File: config.mk
export PLATFORM = sky130hd
export DESIGN_NAME = pc_fetch_ctrl
export DESIGN_NICKNAME = d
export VERILOG_FILES = /design/src/rtl/pc_fetch_ctrl.sv
export SDC_FILE = /design/constraint.sdc
export NUM_CORES = 1
export LEC_CHECK = 0
export CAP_MARGIN = 20
export CORE_UTILIZATION = 44
export DETAILED_ROUTE_END_ITERATION = 8
export PLACE_DENSITY = 0.74
export SYNTH_ARGS = -nofsm -noshare
export SYNTH_HDL_FRONTEND = slang
export SYNTH_SLANG_ARGS = --single-unit
File: constraint.sdc
create_clock -name clk -period 1.8 [get_ports clk]
set_input_delay 0.36 -clock clk [delete_from_list [all_inputs] [get_ports clk]]
set_output_delay 0.36 -clock clk [all_outputs]
set_load 0.05 [all_outputs]
File: src/rtl/pc_fetch_ctrl.sv
// Fetch-stage PC sequencer: redirects, hazard stalls, I-cache miss waits and HLT.
// Define PC_FETCH_PERF_EN to add the stall_cycles/flush_count performance counters.
module pc_fetch_ctrl #(
  parameter logic [15:0] RESET_PC = 16'h0000,
  parameter logic [15:0] PC_STEP  = 16'h0002
) (
  input  logic        clk,
  input  logic        rst_n,
  input  logic        branch_taken,
  input  logic [15:0] branch_target,
  input  logic        hazard_stall,
  input  logic        halt_decoded,
  input  logic        imem_ready,
  output logic        imem_req,
  output logic [15:0] pc_out,
  output logic [15:0] pc_plus_2,
  output logic        ifid_wen,
  output logic        ifid_flush,
  output logic        halted
`ifdef PC_FETCH_PERF_EN
  ,
  output logic [15:0] stall_cycles,
  output logic [15:0] flush_count
`endif
);

  localparam logic [1:0] ST_FETCH    = 2'd0;
  localparam logic [1:0] ST_WAIT_MEM = 2'd1;
  localparam logic [1:0] ST_HALTED   = 2'd2;

  logic [1:0]  state_q, state_d;
  logic [15:0] pc_q, pc_d;
  logic [15:0] pend_target_q, pend_target_d;
  logic        pend_valid_q, pend_valid_d;
  logic        halt_pend_q, halt_pend_d;
  logic        halted_q;
  logic        wen, flush, redirect;

  assign pc_out     = pc_q;
  assign pc_plus_2  = pc_q + PC_STEP;
  assign halted     = halted_q;
  assign imem_req   = rst_n & (state_q != ST_HALTED);
  assign ifid_wen   = rst_n & wen;
  assign ifid_flush = rst_n & flush;

  always_comb begin
    state_d       = state_q;
    pc_d          = pc_q;
    pend_target_d = pend_target_q;
    pend_valid_d  = pend_valid_q;
    halt_pend_d   = halt_pend_q;
    wen           = 1'b0;
    flush         = 1'b0;
    redirect      = 1'b0;
    case (state_q)
      ST_FETCH: begin
        if (branch_taken) begin
          pc_d     = branch_target;
          flush    = 1'b1;
          redirect = 1'b1;
        end else if (halt_decoded) begin
          flush   = 1'b1;
          state_d = ST_HALTED;
        end else if (hazard_stall) begin
          // IF/ID holds its contents: neither written nor flushed.
        end else if (!imem_ready) begin
          flush   = 1'b1;
          state_d = ST_WAIT_MEM;
        end else begin
          pc_d = pc_plus_2;
          wen  = 1'b1;
        end
      end
      ST_WAIT_MEM: begin
        flush = 1'b1;
        if (imem_ready) begin
          state_d      = ST_FETCH;
          pend_valid_d = 1'b0;
          halt_pend_d  = 1'b0;
          if (branch_taken) begin
            pc_d     = branch_target;
            redirect = 1'b1;
          end else if (pend_valid_q) begin
            pc_d     = pend_target_q;
            redirect = 1'b1;
          end else if (halt_pend_q) begin
            state_d = ST_HALTED;
          end
        end else if (branch_taken) begin
          // The miss is never abandoned; the newest redirect waits for imem_ready.
          pend_target_d = branch_target;
          pend_valid_d  = 1'b1;
          halt_pend_d   = 1'b0;
        end else if (halt_decoded && !pend_valid_q) begin
          halt_pend_d = 1'b1;
        end
      end
      ST_HALTED: begin
        flush = 1'b1;
      end
      default: begin
        state_d = ST_FETCH;
      end
    endcase
  end

  always_ff @(posedge clk or negedge rst_n) begin
    if (!rst_n) begin
      state_q       <= ST_FETCH;
      pc_q          <= RESET_PC;
      pend_target_q <= 16'h0000;
      pend_valid_q  <= 1'b0;
      halt_pend_q   <= 1'b0;
      halted_q      <= 1'b0;
    end else begin
      state_q       <= state_d;
      pc_q          <= pc_d;
      pend_target_q <= pend_target_d;
      pend_valid_q  <= pend_valid_d;
      halt_pend_q   <= halt_pend_d;
      halted_q      <= (state_d == ST_HALTED);
    end
  end

`ifdef PC_FETCH_PERF_EN
  logic [15:0] stall_q, flush_cnt_q;
  logic        stall_evt;

  assign stall_evt    = (state_q == ST_WAIT_MEM) || ((state_q == ST_FETCH) && hazard_stall);
  assign stall_cycles = stall_q;
  assign flush_count  = flush_cnt_q;

  always_ff @(posedge clk or negedge rst_n) begin
    if (!rst_n) begin
      stall_q     <= 16'h0000;
      flush_cnt_q <= 16'h0000;
    end else begin
      if (stall_evt && (stall_q != 16'hFFFF)) begin
        stall_q <= stall_q + 16'd1;
      end
      if (redirect && (flush_cnt_q != 16'hFFFF)) begin
        flush_cnt_q <= flush_cnt_q + 16'd1;
      end
    end
  end
`else
  logic unused_redirect;
  assign unused_redirect = redirect;
`endif

endmodule

# --- After elaboration in Yosys (flattened, before gate mapping) ---
# Index checks and enable logic that the tools add are counted.
totals:
  output_inout_bits: 36
  regBits: 37
  rom_bits: 0
  in_bits: 22
  ramBits: 0
  latchBits: 0
  wordCells: 63
  mem_count: 0
op_classes:
  n_reduce_logical: 11
  mux: 32
  mul: 0
  magnitude_cmp: 0
  div: 0
  shifts: 0
  n_eq_ne: 9
  bitwise_logic: 4
  addsub: 1
op_table:
  columns: ["operator", "count"]
  rows:
  - ["$mux 16", 7]
  - ["$pmux 16 s2", 1]
  - ["$add 16x2->16 const B", 1]
  - ["$mux 2", 8]
  - ["$mux 1", 14]
  - ["$ne 3x3->1 const B", 4]
  - ["$pmux 2 s3", 1]
  - ["$reduce_and 6->1", 1]
  - ["$eq 2x2->1 const B", 2]
  - ["$ne 2x2->1 const B", 2]
  - ["$reduce_and 2->1", 2]
  - ["$reduce_bool 2->1", 2]
  - ["$and 1x1->1", 3]
  - ["$reduce_and 3->1", 1]
  - ["$reduce_bool 3->1", 1]
  - ["$eq 2x1->1 const B", 1]
  - ["$logic_not 2->1", 1]
  - ["$pmux 1 s2", 1]
  - ["$reduce_or 2->1", 1]
  - ["$logic_and 1x1->1", 1]
  - ["$logic_not 1->1", 1]
  - ["$not 1->1", 1]

# --- Logic depth before layout (Yosys ltp) ---
# Gate-level depths: netlist of the first run.
logic_depth:
  ltp_word: 6
  ltp_mapped: 8

# --- Worst setup path before layout of the first run ---
# OpenSTA, ideal clock, no wires.
synth_timing:
  kind: "register to output"
  startpoint: "reg pc_q[1], in the netlist pc_out[1]"
  endpoint: "out pc_plus_2[13]"
  stages_incl_launch_ff: 5
  t_arrival_ps: 2513
  required_ps: 1440
  setup_slack_ps: -1073
  n_path_buf: 0
  cell_sequence: "dfrtp_1 -> ha_1 -> nand2_1 -> or4_1 -> xnor2_1"
synth_via:
  elab_chain_len: 1
synth_lines:
  columns: ["element", "line_no", "rtl"]
  rows:
  - ["from (decl)", "32", "logic [15:0] pc_q, pc_d;"]
  - ["from (signal assigned)", "117", "pc_q <= pc_d;"]
  - ["$add 16x2->16", "40", "assign pc_plus_2 = pc_q + PC_STEP;"]
  - ["to (decl)", "16", "output logic [15:0] pc_plus_2,"]
# No other way between the ends.

# --- Worst setup path after layout of the first run ---
layout_timing:
  startpoint: "reg pc_q[11], in the netlist pc_out[11]"
  endpoint: "out pc_plus_2[14]"
# Same word-level chain as after synthesis.

==> impl_results.md, run 1 <==
* Post-Syn Instances at 227
* Post-synthesis sequential area ratio at 42.21%
* Synth unique cells at 48
* DRT iter0 DRCs at 322
* GP Congestion at 0.8438
* Site Rows at 25
* Hold Crit Class: input port to async pin
* Fillers at approximately 180
* CTS tree: done
* Post-Layout Cell Count at ~430
* CP startpoint kind: register
* Data required, critical path at 1440 ps
* Tcrit/Tclk final at 123.9%
* Crit path time final at 2230 ps
* Post-Syn Area at 2193 µm²
* Largest net degree at the start of global routing at 31
* Commonest register cell after synthesis: dfrtp_1
* Core Footprint at 4755 µm²
* Final Cell Area at 4349 µm²
* Port buffer count at 57
* Count leader, synth: dfrtp_1
* PD cells at 2054 nW/µm²
* Gr ovfl total at 0
* Slowest stage delay, CP at 380 ps
* Syn nets at 254
* Final Hold Fails at 0
* Slew headroom at 59.23%
* Leak pwr at ~1.9 nW
* Die X at 72.61 µm
* GRT Util Overall at 31.93%
* WHS at ~220 ps
* Mapped Avg Cell Area at 9.662 µm²
* Antenna violations before repair at 0
* Placed Cells at 392
* Area leader, netlist: dfrtp_1
* Final net count at between 300 and 400
* Outcome: finished with violations
* Share of cells above drive strength 1 at around three fifths
* Setup Skew at 14.33 ps
* Vias in the first global route at between 2,000 and 2,500
* Maximum vdd drop at 1.515 mV
* H-tree levels at 2
* Crit path DAT at 1870 ps
* CTS Buffer Depth at 2
* Synth top cells by count: dfrtp_1, a21oi_1, nor2_1, mux2_2, nand2_1
* Failing checks: setup timing
* Dpl cell area at 3602 µm²
* Max-slew violation count at 0
* Reg clk slew, reported paths at roughly 90 ps
* Vias per cell at around 6.3
* Crit path kind: register to primary output
* Layout area overhead at 98.29%
* Top cells by area, synth: dfrtp_1, mux2_2, a21oi_1, nor2_1, ha_1
* RSZ-0062 raised after global routing: true
* Final wirelength at roughly 10 mm
* TritonCTS Buffers at 5
* HPWL Detailed at slightly below 5 mm
* Crit path cell chain: nand4_1, buf_6, nor4_4, buf_4, xor2_4, buf_12
* Initial Util at a little under half
* Final worst slack at -430.4 ps
* DR DRC count at 0
* Total power at around 9 mW
* # IOs at 58
* Post-synth top area share at 42.21%
* Die Footprint at ~5300 µm²
* Worst Tran Pin Value at 608.8 ps
* Max Freq at 0.4484 GHz
* Clock Sink Count at 37
* Share of flip-flops with an asynchronous set or reset at 100.0%
* Crit. End Element: primary output
* Max FO, Critical Path at 3
* CP max-delay cell: dfrtp_2
* #FFs+latches synth at 37
* Via count at 2,675
* DRT antenna net count at 0
* Die Y at 72.61 µm
* Antenna Cells at 0
* Drt pass-1 iters at 7
* Clock root buffer: clkbuf_8
* Final Setup Violations at 28
* Yosys warns at 0
* Clk_lat worst skew at 310 ps
* Drt wl/cell at between 20 and 25 µm
* Post-synth EDFFs at 0
* Setup tns final at -4583 ps
* # Max-Cap Violations at 0
* First-pass GRT wire length at 12.29 mm
repair_timing:
action / 4_1_cts / 5_1_grt
hold buffers: 1 / 0
gates resized for setup: 45 / 49
endpoints found under the setup margin: 30 / 31
endpoints found under the hold margin: 7 / 0
pin swaps: 22 / 29
setup buffers: 18 / 12
area by class of cell:
type	count	area [µm²]	area share, %
Multi-Input combinational cell	165	1704	39.18
Timing Repair Buffer	140	1454	33.43
Sequential cell	37	939.7	21.61
Tap cell	67	83.83	1.928
Clock buffer	5	68.82	1.582
Clock inverter	3	65.06	1.496
Inverter	9	33.78	0.7768
report_power, final:
group	total (mW)	switching, mW	internal (mW)	leakage [nW]
Sequential	1.64	0.388	1.25	0.451
Clock	0.896	0.345	0.551	0.0681
Combinational	6.40	3.53	2.87	1.38
Total	8.93	4.26	4.67	1.90
stage by stage:
stage | util [%] | setup WS, ps
2_1_floorplan | - | -369.0
3_3_place_gp | 75.76 | -396.9
3_5_place_dp | 75.76 | -462.6
4_1_cts | 85.42 | -351.0
5_1_grt | 91.47 | -520.4
6_report | 91.47 | -430.4
kinds of logic (layout without fill, tap and decap cells):
logic type	count (synthesis)	count (layout)	synth area share (%)
buffers and inverters	25	157	5.590
muxes	18	18	9.127
AOI/OAI and AO/OA	67	67	20.65
and+or+nand+nor	63	63	14.78
DFF	37	37	42.21
adders and majority gates	5	5	2.852
xor gates and xnor gates	12	12	4.792
placed cells by master (no fill, tap or decap), types with 3 or more instances in the layout:
cell and count:
a21oi_1 11, a21oi_2 6, a222oi_1 5, buf_12 22
buf_4 75, buf_6 20, clkbuf_8 5, clkdlybuf4s50_1 16
dfrtp_1 26, dfrtp_2 11, dlygate4sd2_1 4, ha_4 5
inv_1 7, mux2_2 16, nand2_1 9, nand3_1 3
nand3_4 3, nor2_1 15, nor2_4 4, nor2b_4 3
nor3_4 3, o21a_1 3, o21ai_0 7, o21ai_1 5
o21ai_2 4, o2bb2ai_1 5, o31a_1 3, xnor2_4 5
xor2_2 3, xor2_4 4
critical path: cells and delay by family (launching register included):
family / cells / cell delay, ps
xor+xnor: 1 / 170
flops: 1 / 380
simple gates: 2 / 460
buf+inv: 3 / 540
per-layer routing:
layer  track usage (%)  up-vias  wire length, µm  share of wire, %
met3             5.939       47              663               6.5
met4             16.34        0              512               5.0
met2             55.97      170             5326                52
met5                 0        -                0                 0
met1             37.28     1363             3721                36
li1                  -     1095                -                 -
path summary, 6_finish.rpt:
kind                                        start                end  slack [ps]  cells after the start
worst max-delay path                   pc_out[11]      pc_plus_2[14]        -430                      6
worst min-delay path                        rst_n          pc_out[7]         220                      2
worst max register to register         state_q[0]         pc_out[13]        -120                      6
worst min register to register  pend_target_q[15]  pend_target_q[15]         510                      1
max in group asynchronous                   rst_n       pend_valid_q         850                      2
min in group clk                pend_target_q[15]  pend_target_q[15]         510                      1
flip-flops by register name, summed over array words and instances, names as in the netlist:
register	count
halted	1
pend_target_q	16
pc_out	16
state_q	2
pend_valid_q	1
halt_pend_q	1
No activity file was read; power rests on OpenSTA's default activity.
==> inputs of run 2 (changes only) <==
Settings changed: CORE_UTILIZATION 44 to 30, PLACE_DENSITY 0.74 to 0.54.
==> run 2 against run 1 <==
  * The flow still finishes with violations (setup timing)
  * Power down 9.9%
  * Highest routed layer unchanged
  * Flip-flop and latch count stayed put
  * Clock power down 36%
==> impl_results.md, run 2 (same netlist as run 1, synthesis figures left out) <==
* Vias in the first global route at 2,146 (was 2,447)
* CP max-delay cell: or4_4 (was dfrtp_2)
* Max FO, Critical Path at 3 (unchanged)
* # Max-Cap Violations at 0 (unchanged)
* # IOs at 58 (unchanged)
* Crit. End Element: primary output (unchanged)
* DRT antenna net count at 0 (unchanged)
* Reg clk slew, reported paths at 80 ps (was 90 ps)
* Crit path cell chain: nand4_4, or4_4, xnor2_4, buf_12 (was nand4_1, buf_6, nor4_4, buf_4, xor2_4, buf_12)
* Crit path time final at 2150 ps (was 2230 ps)
* CTS Buffer Depth at 2 (unchanged)
* Post-Layout Cell Count at 450 (was 426)
* Setup tns final at -2886 ps (was -4583 ps)
* Drt wl/cell at 15.05 µm (was 24.00 µm)
* Worst Tran Pin Value at 529.7 ps (was 608.8 ps)
* Commonest non-fill, non-tap cells in the layout: buf_4, dfrtp_1, buf_12, buf_6 (unchanged)
* Initial Util at 31.59% (was 46.13%)
* Max Freq at 0.4652 GHz (was 0.4484 GHz)
* Slowest stage delay, CP at 610 ps (was 380 ps)
* TritonCTS Buffers at 5 (unchanged)
* Fillers at 592 (was 175)
* Vias per cell at 4.942 (was 6.279)
* Commonest non-fill, non-tap cell in the layout: buf_4 (unchanged)
* Final worst slack at -349.6 ps (was -430.4 ps)
* DRT iter0 DRCs at 82 (was 322)
* CP startpoint kind: register (unchanged)
* Site Rows at 30 (was 25)
* Failing checks: setup timing (unchanged)
* Port buffer count at 57 (unchanged)
* Final Hold Fails at 0 (unchanged)
* Crit path kind: register to primary output (unchanged)
* Drt pass-1 iters at 4 (was 7)
* Core Footprint at 6944 µm² (was 4755 µm²)
* Total power at 8.050 mW (was 8.933 mW)
* Gr ovfl total at 0 (unchanged)
* Outcome: finished with violations (unchanged)
* Die Y at 87.51 µm (was 72.61 µm)
* Tcrit/Tclk final at 119.4% (was 123.9%)
* RSZ-0062 raised after global routing: true (unchanged)
* Die Footprint at 7657 µm² (was 5271 µm²)
* GRT Util Overall at 18.66% (was 31.93%)
* Die X at 87.51 µm (was 72.61 µm)
* Data required, critical path at 1440 ps (about the same)
* Crit path DAT at 1790 ps (was 1870 ps)
* Maximum vdd drop at 1.069 mV (was 1.515 mV)
* Final net count at 380 (was 385)
* Core Util, Final at 61.01% (was 91.47%)
* Max-slew violation count at 0 (unchanged)
* Layout area overhead at 93.15% (was 98.29%)
* Setup Skew at 9.578 ps (was 14.33 ps)
* Antenna violations before repair at 0 (unchanged)
* Placed Cells at 419 (was 392)
* CP Buf/Inv Count at 1 (was 3)
* PD cells at 1900 nW/µm² (was 2054 nW/µm²)
* Clk_lat worst skew at 290 ps (was 310 ps)
* Largest net degree at the start of global routing at 26 (was 31)
* Clock root buffer: clkbuf_8 (unchanged)
* HPWL Detailed at 4.937 mm (was 4.855 mm)
* Via count at 2,224 (was 2,675)
* Clock Sink Count at 37 (unchanged)
* Antenna Cells at 0 (unchanged)
* H-tree levels at 2 (unchanged)
* Final Cell Area at 4237 µm² (was 4349 µm²)
* Share of cells above drive strength 1 at 58.19% (was 61.00%)
* Dpl cell area at 3636 µm² (was 3602 µm²)
* First-pass GRT wire length at 10.87 mm (was 12.29 mm)
* GP Congestion at 0.8248 (was 0.8438)
* Slew headroom at 64.52% (was 59.23%)
* Gate family responsible for the most delay along the worst path: simple AND/OR/NAND/NOR gates (was buffers and inverters)
* Final wirelength at 6.774 mm (was 10.22 mm)
* Hold Crit Class: input port to async pin (unchanged)
* CTS tree: done (unchanged)
* DR DRC count at 0 (unchanged)
* Leak pwr at 1.847 nW (was 1.904 nW)
* Final Setup Violations at 14 (was 28)
## run 2: worst paths after layout
check	startpoint	to	slack (ps)	cells after the start
worst max-delay path	pc_out[7]	pc_plus_2[13]	-350	4
worst min-delay path	rst_n	pend_target_q[1]	120	2
worst max register to register	state_q[0]	pc_out[13]	20	8
worst min register to register	pend_target_q[13]	pend_target_q[13]	510	1
max in group asynchronous	rst_n	pc_out[2]	1330	2
min in group clk	pend_target_q[13]	pend_target_q[13]	510	1
## run 2: stage by stage
step | hold WS, ps | setup slack, ps
floorplan | 64.41 | -369.0
global placement | 410.9 | -410.1
detailed placement | 400.4 | -419.1
CTS | 114.0 | -361.7
global route | 138.9 | -406.9
finish | 123.9 | -349.6
## run 2: power by group
group          leakage, nW  switching, mW  internal (mW)
registers            0.450          0.305           1.25
logic                 1.35           3.12           2.80
clock network       0.0450          0.304          0.269
total                 1.85           3.73           4.32
## run 2: area by class of cell
type / instances / area, µm² / area share (%)
Clock buffer: 6 / 72.57 / 1.713
Clock inverter: 2 / 10.01 / 0.2363
Inverter: 9 / 33.78 / 0.7974
Multi-Input combinational cell: 165 / 1647 / 38.87
Sequential cell: 37 / 940.9 / 22.21
Tap cell: 96 / 120.1 / 2.835
Timing Repair Buffer: 135 / 1413 / 33.34
## run 2: routing by layer
layer | up-vias | global-route usage (%) | wire length [µm]
met2 | 54 | 30.61 | 3228
met3 | 13 | 3.507 | 261
met4 | 0 | 7.750 | 157
met1 | 1065 | 24.21 | 3128
met5 | - | 0 | 0
li1 | 1092 | - | -
## run 2: worst register-to-register path, stage by stage (launching register included)
cell and delay, ps:
dfrtp_2 390, inv_2 60, ha_4 170, nor2b_4 130, buf_6 120, a221o_2 470, buf_12 170, a21oi_4 100
o22ai_1 70
## run 2: what timing repair did
item | CTS | global route
hold buffers | 0 | 0
buffers inserted | 14 | 9
pin swaps | 16 | 22
gates cloned | 0 | 1
gates resized for setup | 45 | 35
endpoints found under the setup margin | 32 | 29
